<file path="src/rtl/mseq_bank.sv">
// Four Galois LFSR keystream generators reseeded from the chaos controller seed bus,
// packed into OUT_WIDTH-bit words. Define MSEQ_BANK_OVR_CNT_EN to add the load-overrun counter.
module mseq_bank #(
    parameter int INPUT_DATA_WIDTH = 288,
    parameter int WARMUP_CYCLES    = 64,
    parameter int OUT_WIDTH        = 32
) (
    input  logic                        clk,
    input  logic                        rst_n,
    input  logic [INPUT_DATA_WIDTH-1:0] MSEQ_din,
    input  logic [3:0]                  MSEQ_din_valid,
    output logic [OUT_WIDTH-1:0]        key_data,
    output logic                        key_valid,
    input  logic                        key_ready,
    output logic [3:0]                  ch_running
`ifdef MSEQ_BANK_OVR_CNT_EN
    ,
    output logic [7:0]                  load_ovr_cnt
`endif
);

    localparam int          NWORDS = INPUT_DATA_WIDTH / 32;
    localparam int          NIB    = OUT_WIDTH / 4;
    localparam int          NCW    = $clog2(NIB + 1);
    localparam logic [31:0] POLY   = 32'h80200003;
    // Per-channel salt: golden-ratio constant rotated left by 8*i.
    localparam logic [3:0][31:0] SALT = {32'hB99E3779, 32'h79B99E37, 32'h3779B99E, 32'h9E3779B9};

    localparam logic [1:0] ST_EMPTY  = 2'd0;
    localparam logic [1:0] ST_WARMUP = 2'd1;
    localparam logic [1:0] ST_RUN    = 2'd2;

    logic [3:0][31:0]     lfsr_q, lfsr_d;
    logic [3:0][1:0]      st_q, st_d;
    logic [3:0][7:0]      wcnt_q, wcnt_d;
    logic [OUT_WIDTH-5:0] acc_q, acc_d;
    logic [NCW-1:0]       ncnt_q, ncnt_d;
    logic [OUT_WIDTH-1:0] key_data_q, key_data_d;
    logic                 key_valid_q, key_valid_d;

    logic [31:0]          fold;
    logic [3:0][31:0]     seed, step;
    logic [3:0]           nibble;
    logic [OUT_WIDTH-1:0] acc_full;
    logic                 gen_en;

    always_comb begin
        fold = '0;
        for (int w = 0; w < NWORDS; w++) fold = fold ^ MSEQ_din[w*32 +: 32];
    end

    always_comb begin
        for (int i = 0; i < 4; i++) begin
            seed[i]       = (fold ^ SALT[i]) == '0 ? 32'h00000001 : (fold ^ SALT[i]);
            step[i]       = {1'b0, lfsr_q[i][31:1]} ^ (lfsr_q[i][0] ? POLY : 32'h0);
            nibble[i]     = lfsr_q[i][0];
            ch_running[i] = st_q[i] == ST_RUN;
        end
    end

    assign gen_en = (&ch_running) && !(key_valid_q && !key_ready);

    // A load wins over any step; WARMUP steps ignore backpressure.
    always_comb begin
        lfsr_d = lfsr_q;
        st_d   = st_q;
        wcnt_d = wcnt_q;
        for (int i = 0; i < 4; i++) begin
            if (MSEQ_din_valid[i]) begin
                lfsr_d[i] = seed[i];
                st_d[i]   = ST_WARMUP;
                wcnt_d[i] = 8'(WARMUP_CYCLES);
            end else if (st_q[i] == ST_WARMUP) begin
                lfsr_d[i] = step[i];
                wcnt_d[i] = wcnt_q[i] - 8'd1;
                if (wcnt_q[i] == 8'd1) st_d[i] = ST_RUN;
            end else if (st_q[i] == ST_RUN && gen_en) begin
                lfsr_d[i] = step[i];
            end
        end
    end

    assign acc_full = {acc_q, nibble};

    always_comb begin
        acc_d       = acc_q;
        ncnt_d      = ncnt_q;
        key_data_d  = key_data_q;
        key_valid_d = key_valid_q && !key_ready;
        if (gen_en) begin
            acc_d = acc_full[OUT_WIDTH-5:0];
            if (ncnt_q == NCW'(NIB - 1)) begin
                ncnt_d      = '0;
                key_data_d  = acc_full;
                key_valid_d = 1'b1;
            end else begin
                ncnt_d = ncnt_q + 1'b1;
            end
        end
    end

    always_ff @(posedge clk or negedge rst_n) begin
        if (!rst_n) begin
            lfsr_q      <= '0;
            st_q        <= {4{ST_EMPTY}};
            wcnt_q      <= '0;
            acc_q       <= '0;
            ncnt_q      <= '0;
            key_data_q  <= '0;
            key_valid_q <= 1'b0;
        end else begin
            lfsr_q      <= lfsr_d;
            st_q        <= st_d;
            wcnt_q      <= wcnt_d;
            acc_q       <= acc_d;
            ncnt_q      <= ncnt_d;
            key_data_q  <= key_data_d;
            key_valid_q <= key_valid_d;
        end
    end

    assign key_data  = key_data_q;
    assign key_valid = key_valid_q;

`ifdef MSEQ_BANK_OVR_CNT_EN
    // Overrun: a seed lands on a channel still warming up on the previous one.
    logic [3:0] ovr_hits;
    logic [8:0] ovr_sum;
    logic [7:0] ovr_q, ovr_d;

    always_comb begin
        for (int i = 0; i < 4; i++) ovr_hits[i] = MSEQ_din_valid[i] && (st_q[i] == ST_WARMUP);
        ovr_sum = {1'b0, ovr_q} + 9'(ovr_hits[0]) + 9'(ovr_hits[1]) + 9'(ovr_hits[2]) + 9'(ovr_hits[3]);
        ovr_d   = ovr_sum > 9'd255 ? 8'hFF : ovr_sum[7:0];
    end

    always_ff @(posedge clk or negedge rst_n) begin
        if (!rst_n) ovr_q <= '0;
        else        ovr_q <= ovr_d;
    end

    assign load_ovr_cnt = ovr_q;
`endif

endmodule

</file>
<file path="config.mk">
export PLATFORM = sky130hd
export DESIGN_NAME = mseq_bank
export DESIGN_NICKNAME = d
export VERILOG_FILES = /design/src/rtl/mseq_bank.sv
export SDC_FILE = /design/constraint.sdc
export NUM_CORES = 1
export LEC_CHECK = 0
export ABC_AREA = 1
export BUFFER_PORTS_ARGS = -buffer_cell sky130_fd_sc_hd__buf_2
export CAP_MARGIN = 15
export CELL_PAD_IN_SITES_DETAIL_PLACEMENT = 0
export CELL_PAD_IN_SITES_GLOBAL_PLACEMENT = 1
export CORE_UTILIZATION = 39
export DETAILED_ROUTE_END_ITERATION = 8
export PLACE_DENSITY_LB_ADDON = 0.1
export SLEW_MARGIN = 15
export SYNTH_ARGS = -nofsm -noshare
export SYNTH_HDL_FRONTEND = slang
export SYNTH_SLANG_ARGS = --single-unit
</file>
<file path="constraint.sdc">
create_clock -name clk -period 2 [get_ports clk]
set_input_delay 0.3 -clock clk [delete_from_list [all_inputs] [get_ports clk]]
set_output_delay 0.3 -clock clk [all_outputs]
set_load 0.02 [all_outputs]
</file>
; Word level (Yosys, flattened, before mapping)
; Cells that the tools add are included.
[totals]
reg_bits = 233
inputBits = 295
output_inout_bits = 37
wordCells = 123
[classes]
add_sub_neg = 5
eq_ne = 13
mux = 43
n_bitwise = 16
reduce_logical = 30
[ops]
columns = operator, count
row1 = $mux W32, 20
row2 = $xor A32 B32 Y32, 8
row3 = $logic_not A32 Y1, 4
row4 = $xor A31 B32 Y32, 4
row5 = $not A20 Y20, 4
row6 = $mux W8, 8
row7 = $eq A8 B1 Y1 const B, 4
row8 = $sub A8 B1 Y8 const B, 4
row9 = $mux W2, 12
row10 = $reduce_bool A2 Y1, 8
row11 = $reduce_bool A3 Y1, 4
row12 = $reduce_and A2 Y1, 5
row13 = $eq A2 B1 Y1 const B, 4
row14 = $eq A2 B2 Y1 const B, 4
row15 = $logic_and A1 B1 Y1, 6
row16 = $add A4 B1 Y4 const B, 1
row17 = $eq A4 B3 Y1 const B, 1
row18 = $mux W4, 1
row19 = $reduce_and A4 Y1, 1
row20 = $logic_not A1 Y1, 2
row21 = $mux W1, 2

; Longest topological paths before layout
; Gate-level depths: netlist (run 1).
[logic_depth]
word_depth = 12
depth_mapped = 18
mapped_depth_nobuf = 18

; Worst setup path after synthesis (run 1)
; OpenSTA, ideal clock, no wires.
[synth_timing]
kind = reg-to-reg
startpoint = reg st_q[6] (netlist bit)
endpoint = reg lfsr_q[113] (netlist bit)
setup_time_ns = 0.122
arrival_time_ns = 1.566
required_ns = 1.878
setup_slack_ns = 0.312
stages_incl_launch_ff = 10
synth_period_minus_slack_ns = 1.688
path_cell_list = dfrtp_1 -> nor2_1 -> nand2_1 -> inv_1 -> nand2_2 -> inv_4 -> nor2_4 -> clkbuf_1 -> a21oi_1 -> a21oi_1
[synth_via]
elab_chain_cells = 5
word_cells_on_any_way = 8
[synth_lines]
columns = element, line_no
row1 = "start, declared", 34  ; logic [3:0][1:0] st_q, st_d;
row2 = "start signal, assigned", 105  ; st_q <= {4{ST_EMPTY}};
row3 = "start signal, assigned", 113  ; st_q <= st_d;
row4 = $eq A2 B2 Y1 (*), 57  ; ch_running[i] = st_q[i] == ST_RUN;
row5 = net ch_running[3], 15  ; output logic [3:0] ch_running
row6 = $reduce_and A4 Y1, 61  ; assign gen_en = (&ch_running) && !(key_valid_q && !key_ready);
row7 = $logic_and A1 B1 Y1, 61
row8 = $logic_and A1 B1 Y1 (*), 77  ; end else if (st_q[i] == ST_RUN && gen_en) begin
row9 = $reduce_bool A3 Y1 (no line) (*), n/a
row10 = "end signal, assigned", 112  ; lfsr_q <= lfsr_d;
row11 = "end, declared", 33  ; logic [3:0][31:0] lfsr_q, lfsr_d;
; Mark *: on every way through the listed nets, which the timed path passes. The rest lies on a longest branch.
; A chain may end at the register's enable or synchronous reset.

; Worst setup path in the final report (run 1)
[layout_timing]
startpoint = reg st_q[7] (netlist bit)
endpoint = reg lfsr_q[58] (netlist bit)
[layout_via]
elab_chain_cells = 5
[layout_lines]
columns = element, line_no
row1 = $eq A2 B2 Y1, 57
row2 = $reduce_and A4 Y1, 61
row3 = $logic_and A1 B1 Y1, 61
row4 = $logic_and A1 B1 Y1, 77
row5 = $reduce_bool A3 Y1 (no line), n/a
; Every way passes these cells.

==> results.cfg, run 1 <==
[worst_setup_path]
rrSetupSlack_ps = 180
crit_buf_inv = 3
end_kind = register
r2r_end = lfsr_q[58]$_DFFE_PN0P_
cp_slowest_stage_delay_ps = 630
cp.required_ps = 2450
critPathMaxFanout = 18
crit_chain = inv_1, nor2_1, nand2_1, inv_1, nand2_2, inv_4, nor2_2, a21oi_1, a21oi_1
worstSetupPathType = reg -> reg
start_kind = register
r2r_start = st_q[7]$_DFFE_PN0P_
r2r_cells = 9
arrival_ps = 2270
cp_top_family = simple AND/OR/NAND/NOR gates
cp_slowest_cell = nor2_2

[global_route]
met3_usage = 0.0193
use_met2 = 0.368
grt_use_total = 0.204
grt_antenna_before_repair = 1
grt_pass1_wl_um = 70800
grt_busiest_layer = met2
grt_pass1_vias = 15000
overflow = 0
grt_start_max_net_pins = 63
met1_usage = 0.265

[synthesis]
synthCells = 2545
ys_ff_latch = 233
synth-xor-area-share = 0.0614
ys_seq_area_frac = 0.361
netlist_area_um2 = 16100
synth_fa_ha_area_frac = 0.00698
synth_fp_nets = 2849
synth_simple_gate_area_share = 0.345
synthMuxAreaShare = 0
synth_cell_types = 33
syn_area_per_cell_um2 = 6.34
synth_top_family_by_area = simple AND/OR/NAND/NOR gates
ys_warn_count = 0
synth_compound_gate_area_share = 0.118

[min_path]
worstHoldPathCells = 3
min_from = MSEQ_din_valid[0]
holdPathEnd = wcnt_q[6]$_DFFE_PN0P_
min_path_type = in -> reg

[detailed_routing]
drc = 0
routed_via_density = 4.70
first_pass_iters = 5
detailedRoute.firstIterationViolations = 950
via_count = 16200
wirelength_um = 43100
wl_per_cell_um = 12.5
drtAntennaViolNets = 0

[sta]
setup-tns-final_ps = 0
hold_violations = 0
fin_ws_ps = 178
fin_crit_ps = 1820
holdWs_ps = 36.7
worst_pin_slew_ps = 802
maxSlewViolCount = 0
rsz0062_at_grt = no
finalClockSkew_ps = 10.2
period_share = 0.911
setup_viol = 0
max_freq_ghz = 0.549
relSlewSlack = 0.464

[cts]
clkLatencyLatePin_ps = 530
cts_setup_buffers = 0
clock_path_buffers = 3
cts.sinks = 233
cts_root_buf = clkbuf_16
numCtsBuffers = 27
cts_tree = done
htree_levels = 1
clkTransAtPathRegs_ps = 60

[pwr]
ir_worst_vdd_uv = 710
p_leak_nw = 11.2
powerDensity_nw_per_um2 = 877

[floorplan]
start_util = 0.395
die_w_um = 205
rows = 74
die_area_um2 = 42200
design.core.area_um2 = 40800
pin_count = 332
die_h_um = 205

[finish]
final_area_um2 = 19600
final_nets = 3203
mostFrequentLayoutCells = nand2_1 (910), inv_1 (365), buf_2 (330), a21oi_1 (250), nor2_1 (247)
mostFrequentLayoutCell = nand2_1
layout-drive-gt1-share = 0.157
syn_to_final_growth_pct = 21.6

[placed_design]
place_hpwl_um = 33600
place_congestion = 0.848
numPortBuffers = 331
dpl_cell_area_um2 = 18700
pre_cts_ws_ps = -0.837

[flow_run]
cap_violations = 0

[run_status]
outcome = finished, final reports clean
-- repair_timing --
item / CTS / global route
hold endpoints to repair: 47 / 0
gates cloned: 1 / 0
hold buffers: 2 / 0
resized for setup: 0 / 4
pin swaps: 1 / 0
setup endpoints to repair: 2 / 32
-- state kept, by name, indices dropped and copies added (netlist names) --
| signal | flops |
|---|---|
| key_data | 32 |
| lfsr_q | 124 |
| wcnt_q | 32 |
| acc_q | 28 |
| acc_full | 4 |
| st_q | 8 |
| key_valid | 1 |
| ncnt_q | 4 |
-- layer usage --
metal / vias up / routed length (um) / part of all wire
met5: - / 0 / 0
met2: 316 / 21000 / 0.49
met3: 47 / 1660 / 0.038
met1: 7249 / 19800 / 0.46
li1: 8591 / - / -
met4: 0 / 670 / 0.016
-- cells by family (layout without fill, tap and decap cells) --
logic type      Yosys count  count (layout)
simple gates           1379            1380
buf+inv                 440             810
compound gates          371             371
flops                   233             233
xor+xnor                113             113
fa+ha+maj                 9               9
other cells               0               1
-- worst max path at each step --
stage | startpoint | end | cells past startpoint
after floorplan | st_q[6]$_DFFE_PN0P_ | lfsr_q[113]$_DFFE_PN0P_ | 9
after global placement | MSEQ_din[154] | acc_full[1]$_DFFE_PN0P_ | 16
after detailed placement | MSEQ_din[154] | acc_full[1]$_DFFE_PN0P_ | 14
after CTS | st_q[6]$_DFFE_PN0P_ | lfsr_q[123]$_DFFE_PN0P_ | 11
after global routing | st_q[1]$_DFFE_PN0P_ | lfsr_q[60]$_DFFE_PN0P_ | 9
final | st_q[7]$_DFFE_PN0P_ | lfsr_q[58]$_DFFE_PN0P_ | 9
-- per-stage QoR --
stage	utilization	std cells	total power, mW
after floorplan	-	2545	10.4
after global placement	0.458	3399	12.3
after detailed placement	0.458	3399	12.4
after CTS	0.480	3448	17.4
after global routing	0.480	3449	18.5
final	0.480	3449	17.2
-- where the power goes --
group	internal, mW	switching [mW]
Clock	2.93	1.96
Sequential	5.93	0.729
Combinational	2.21	3.44
Total	11.1	6.14
-- worst reg2reg max path: stages (launching register included) --
cell     delay, ps
dfrtp_1        370
inv_1           70
nor2_1          50
nand2_1        140
inv_1           70
nand2_2        100
inv_4           60
nor2_2         630
a21oi_1         90
a21oi_1        180
-- Yosys cell counts --
| cell type | instances | share of area |
|---|---|---|
| a21oi_1 | 250 | 0.078 |
| a22oi_1 | 11 | 0.0051 |
| a31oi_1 | 9 | 0.0035 |
| and3_1 | 1 | 0.00039 |
| buf_1 | 4 | 0.00093 |
| buf_2 | 13 | 0.0040 |
| buf_4 | 4 | 0.0019 |
| buf_6 | 6 | 0.0042 |
| clkbuf_1 | 38 | 0.0088 |
| clkinv_1 | 2 | 0.00047 |
| dfrtp_1 | 233 | 0.36 |
| ha_1 | 9 | 0.0070 |
| inv_1 | 365 | 0.085 |
| inv_2 | 7 | 0.0016 |
| inv_4 | 1 | 0.00039 |
| nand2_1 | 911 | 0.21 |
| nand2_2 | 10 | 0.0039 |
| nand3_1 | 163 | 0.051 |
| nand3b_1 | 14 | 0.0065 |
| nand3b_4 | 1 | 0.0012 |
| nand4_1 | 10 | 0.0039 |
| nor2_1 | 247 | 0.057 |
| nor2_2 | 6 | 0.0023 |
| nor2_4 | 3 | 0.0021 |
| nor3_1 | 8 | 0.0025 |
| nor4_1 | 4 | 0.0016 |
| o21ai_0 | 95 | 0.029 |
| o21ai_1 | 1 | 0.00031 |
| o22ai_1 | 4 | 0.0016 |
| o41ai_1 | 1 | 0.00054 |
| or2_1 | 1 | 0.00039 |
| xnor2_1 | 69 | 0.037 |
| xor2_1 | 44 | 0.024 |
-- final cells by class --
class | count | area (um^2)
fill | 4276 | 21200
timing repair buffer | 389 | 2250
antenna | 1 | 2.50
clock buffer | 34 | 722
inverter | 375 | 1410
sequential | 233 | 5830
clock inverter | 12 | 144
multi-input combinational | 1873 | 8580
tap | 532 | 666
Note: power is estimated with default switching activity, not from simulation.
==> run 2: changes to the inputs <==
- ABC_AREA: 1 -> not set
- CORE_UTILIZATION: 39 -> 41
- RECOVER_POWER: not set -> 100
==> results.cfg, run 2 <==
[worst_setup_path]
arrival_ps = 2460
worstSetupPathType = reg -> reg
start_kind = register
end_kind = register
rrSetupSlack_ps = -40
critPathMaxFanout = 5
cp.required_ps = 2420

[pwr]
p_leak_nw = 8.15
powerDensity_nw_per_um2 = 1070
ir_worst_vdd_uv = 631

[synthesis]
netlist_area_um2 = 13000
ys_seq_area_frac = 0.448
synthFlopType = dfrtp_1
yosysMostFrequentCell = dfrtp_1
ys_warn_count = 0
syn_area_per_cell_um2 = 10.2
synth_edf_count = 0
synth_top_area_share = 0.448
ys_ff_latch = 233
synth.top_cells.by_count = dfrtp_1 (233), nand2_1 (232), xnor2_1 (170), o21ai_0 (92), nor2_1 (77)
synth_fp_nets = 1583
synthCells = 1279
async_flop_share = 1.00
synthTopCellsByArea = dfrtp_1 (45%), xnor2_1 (11%), nand2_1 (6.7%)
synth_cell_types = 43
yosys.area.top_type = dfrtp_1

[cts]
clkTransAtPathRegs_ps = 60
cts_root_buf = clkbuf_16
clock_path_buffers = 3
htree_levels = 1
numCtsBuffers = 26
cts.sinks = 233
clkLatencyLatePin_ps = 530
cts_tree = done

[finish]
mostFrequentLayoutCells = buf_2 (297), dfrtp_1 (233), nand2_1 (231), xnor2_1 (167), o21ai_0 (91)
instances_no_fill = 2096
multi_input_area_um2 = 7040
regMostFlops = lfsr_q
seqCellArea_um2 = 5830
fill_cells = 2918
final_nets = 1986
num_antenna_cells = 0
largest_reg_flops = 124
fin_util = 0.545
syn_to_final_growth_pct = 29.5
layout-drive-gt1-share = 0.280
final_area_um2 = 16900
mostFrequentLayoutCell = buf_2

[floorplan]
rows = 64
die_area_um2 = 32500
start_util = 0.421
pin_count = 332
die_w_um = 180
design.core.area_um2 = 30900
die_h_um = 180

[global_route]
grt_pass1_wl_um = 52100
grt_pass1_vias = 10300
overflow = 0
grt_start_max_net_pins = 66
grt_use_total = 0.197
grt_antenna_before_repair = 0

[sta]
fin_crit_ps = 2040
rsz0062_at_grt = yes
worst_pin_slew_ps = 1450
hold_violations = 0
setup_viol = 4
finalClockSkew_ps = 20.5
maxSlewViolCount = 0
max_freq_ghz = 0.490
period_share = 1.02
fin_ws_ps = -39.6
holdWs_ps = 101
relSlewSlack = 0.0301

[placed_design]
dp_cells = 2035
place_hpwl_um = 22900
place_congestion = 0.777
numPortBuffers = 331
pre_cts_ws_ps = -497
dpl_cell_area_um2 = 15800

[detailed_routing]
drc = 0
drtAntennaViolNets = 0
wirelength_um = 31000
first_pass_iters = 5
detailedRoute.firstIterationViolations = 422
wl_per_cell_um = 14.8
via_count = 10300
routed_via_density = 4.89

[flow_run]
cap_violations = 0

[min_path]
min_path_type = in -> reg

[run_status]
outcome = finished with violations
violations = setup timing
-- run 2: final timing paths --
check / from / end / depth (start not counted)
setup / recovery: st_q[0]$_DFFE_PN0P_ / acc_full[0]$_DFFE_PN0P_ / 8
hold / removal: key_ready / key_valid$_DFF_PN0_ / 3
setup reg to reg: st_q[0]$_DFFE_PN0P_ / acc_full[0]$_DFFE_PN0P_ / 8
hold reg to reg: acc_q[24]$_DFFE_PN0P_ / acc_q[24]$_DFFE_PN0P_ / 2
max in group asynchronous: rst_n / lfsr_q[80]$_DFFE_PN0P_ / 3
min in group asynchronous: rst_n / acc_q[16]$_DFFE_PN0P_ / 2
-- run 2: critical path, stage by stage, from the launching register on --
cell,delay (ps)
dfrtp_1,410
nor4bb_4,350
and3_4,270
buf_6,130
o21ai_2,70
xnor2_1,220
buf_4,160
o2111ai_2,90
o31ai_1,230
-- run 2: kinds of logic (layout without fill, tap and decap cells) --
group                    count (synthesis)  in the layout  share of synthesized area
buffers and inverters                   82            502                     0.0238
adder cells (fa/ha/maj)                  9              9                    0.00865
AO/OA/AOI/OAI                          235            235                      0.109
multiplexers                            77             77                     0.0623
XOR/XNOR                               263            263                      0.222
AND/OR/NAND/NOR                        380            381                      0.126
flip-flops                             233            233                      0.448
-- run 2: power by group --
part	total (mW)	internal (mW)	switching [mW]	leakage, nW
registers	7.15	6.18	0.974	2.86
logic	6.39	3.29	3.10	4.89
clock network	4.48	2.62	1.86	0.397
-- run 2: final cells by class --
class,count,share of cell area
timing repair buffer,444,0.157
sequential,233,0.346
tap,396,0.0294
multi-input combinational,965,0.417
clock buffer,41,0.0455
inverter,12,0.00267
clock inverter,5,0.00215
-- run 2: metal layers --
| layer | track usage | up-vias | part of all wire |
|---|---|---|---|
| li1 | - | 5117 | - |
| met1 | 0.262 | 4843 | 0.45 |
| met2 | 0.340 | 252 | 0.48 |
| met3 | 0.0257 | 42 | 0.043 |
| met4 | 0.0479 | 0 | 0.022 |
| met5 | 0 | - | 0 |
-- run 2: repair_timing --
action                                  4_1_cts  5_1_grt
cloned                                        3        0
endpoints found under the setup margin      179       36
buffers inserted                              8        4
gates resized for setup                      20        7
hold buffers                                  1        0
pin swaps                                     6        4
endpoints found under the hold margin        52        0
-- run 2: stage by stage --
step / power (mW) / setup TNS (ps)
after floorplan: 11.0 / -43.5
after global placement: 13.5 / -27560
after detailed placement: 13.6 / -32790
after CTS: 18.2 / -4.29
after global routing: 19.3 / -2940
final: 18.0 / -45.4
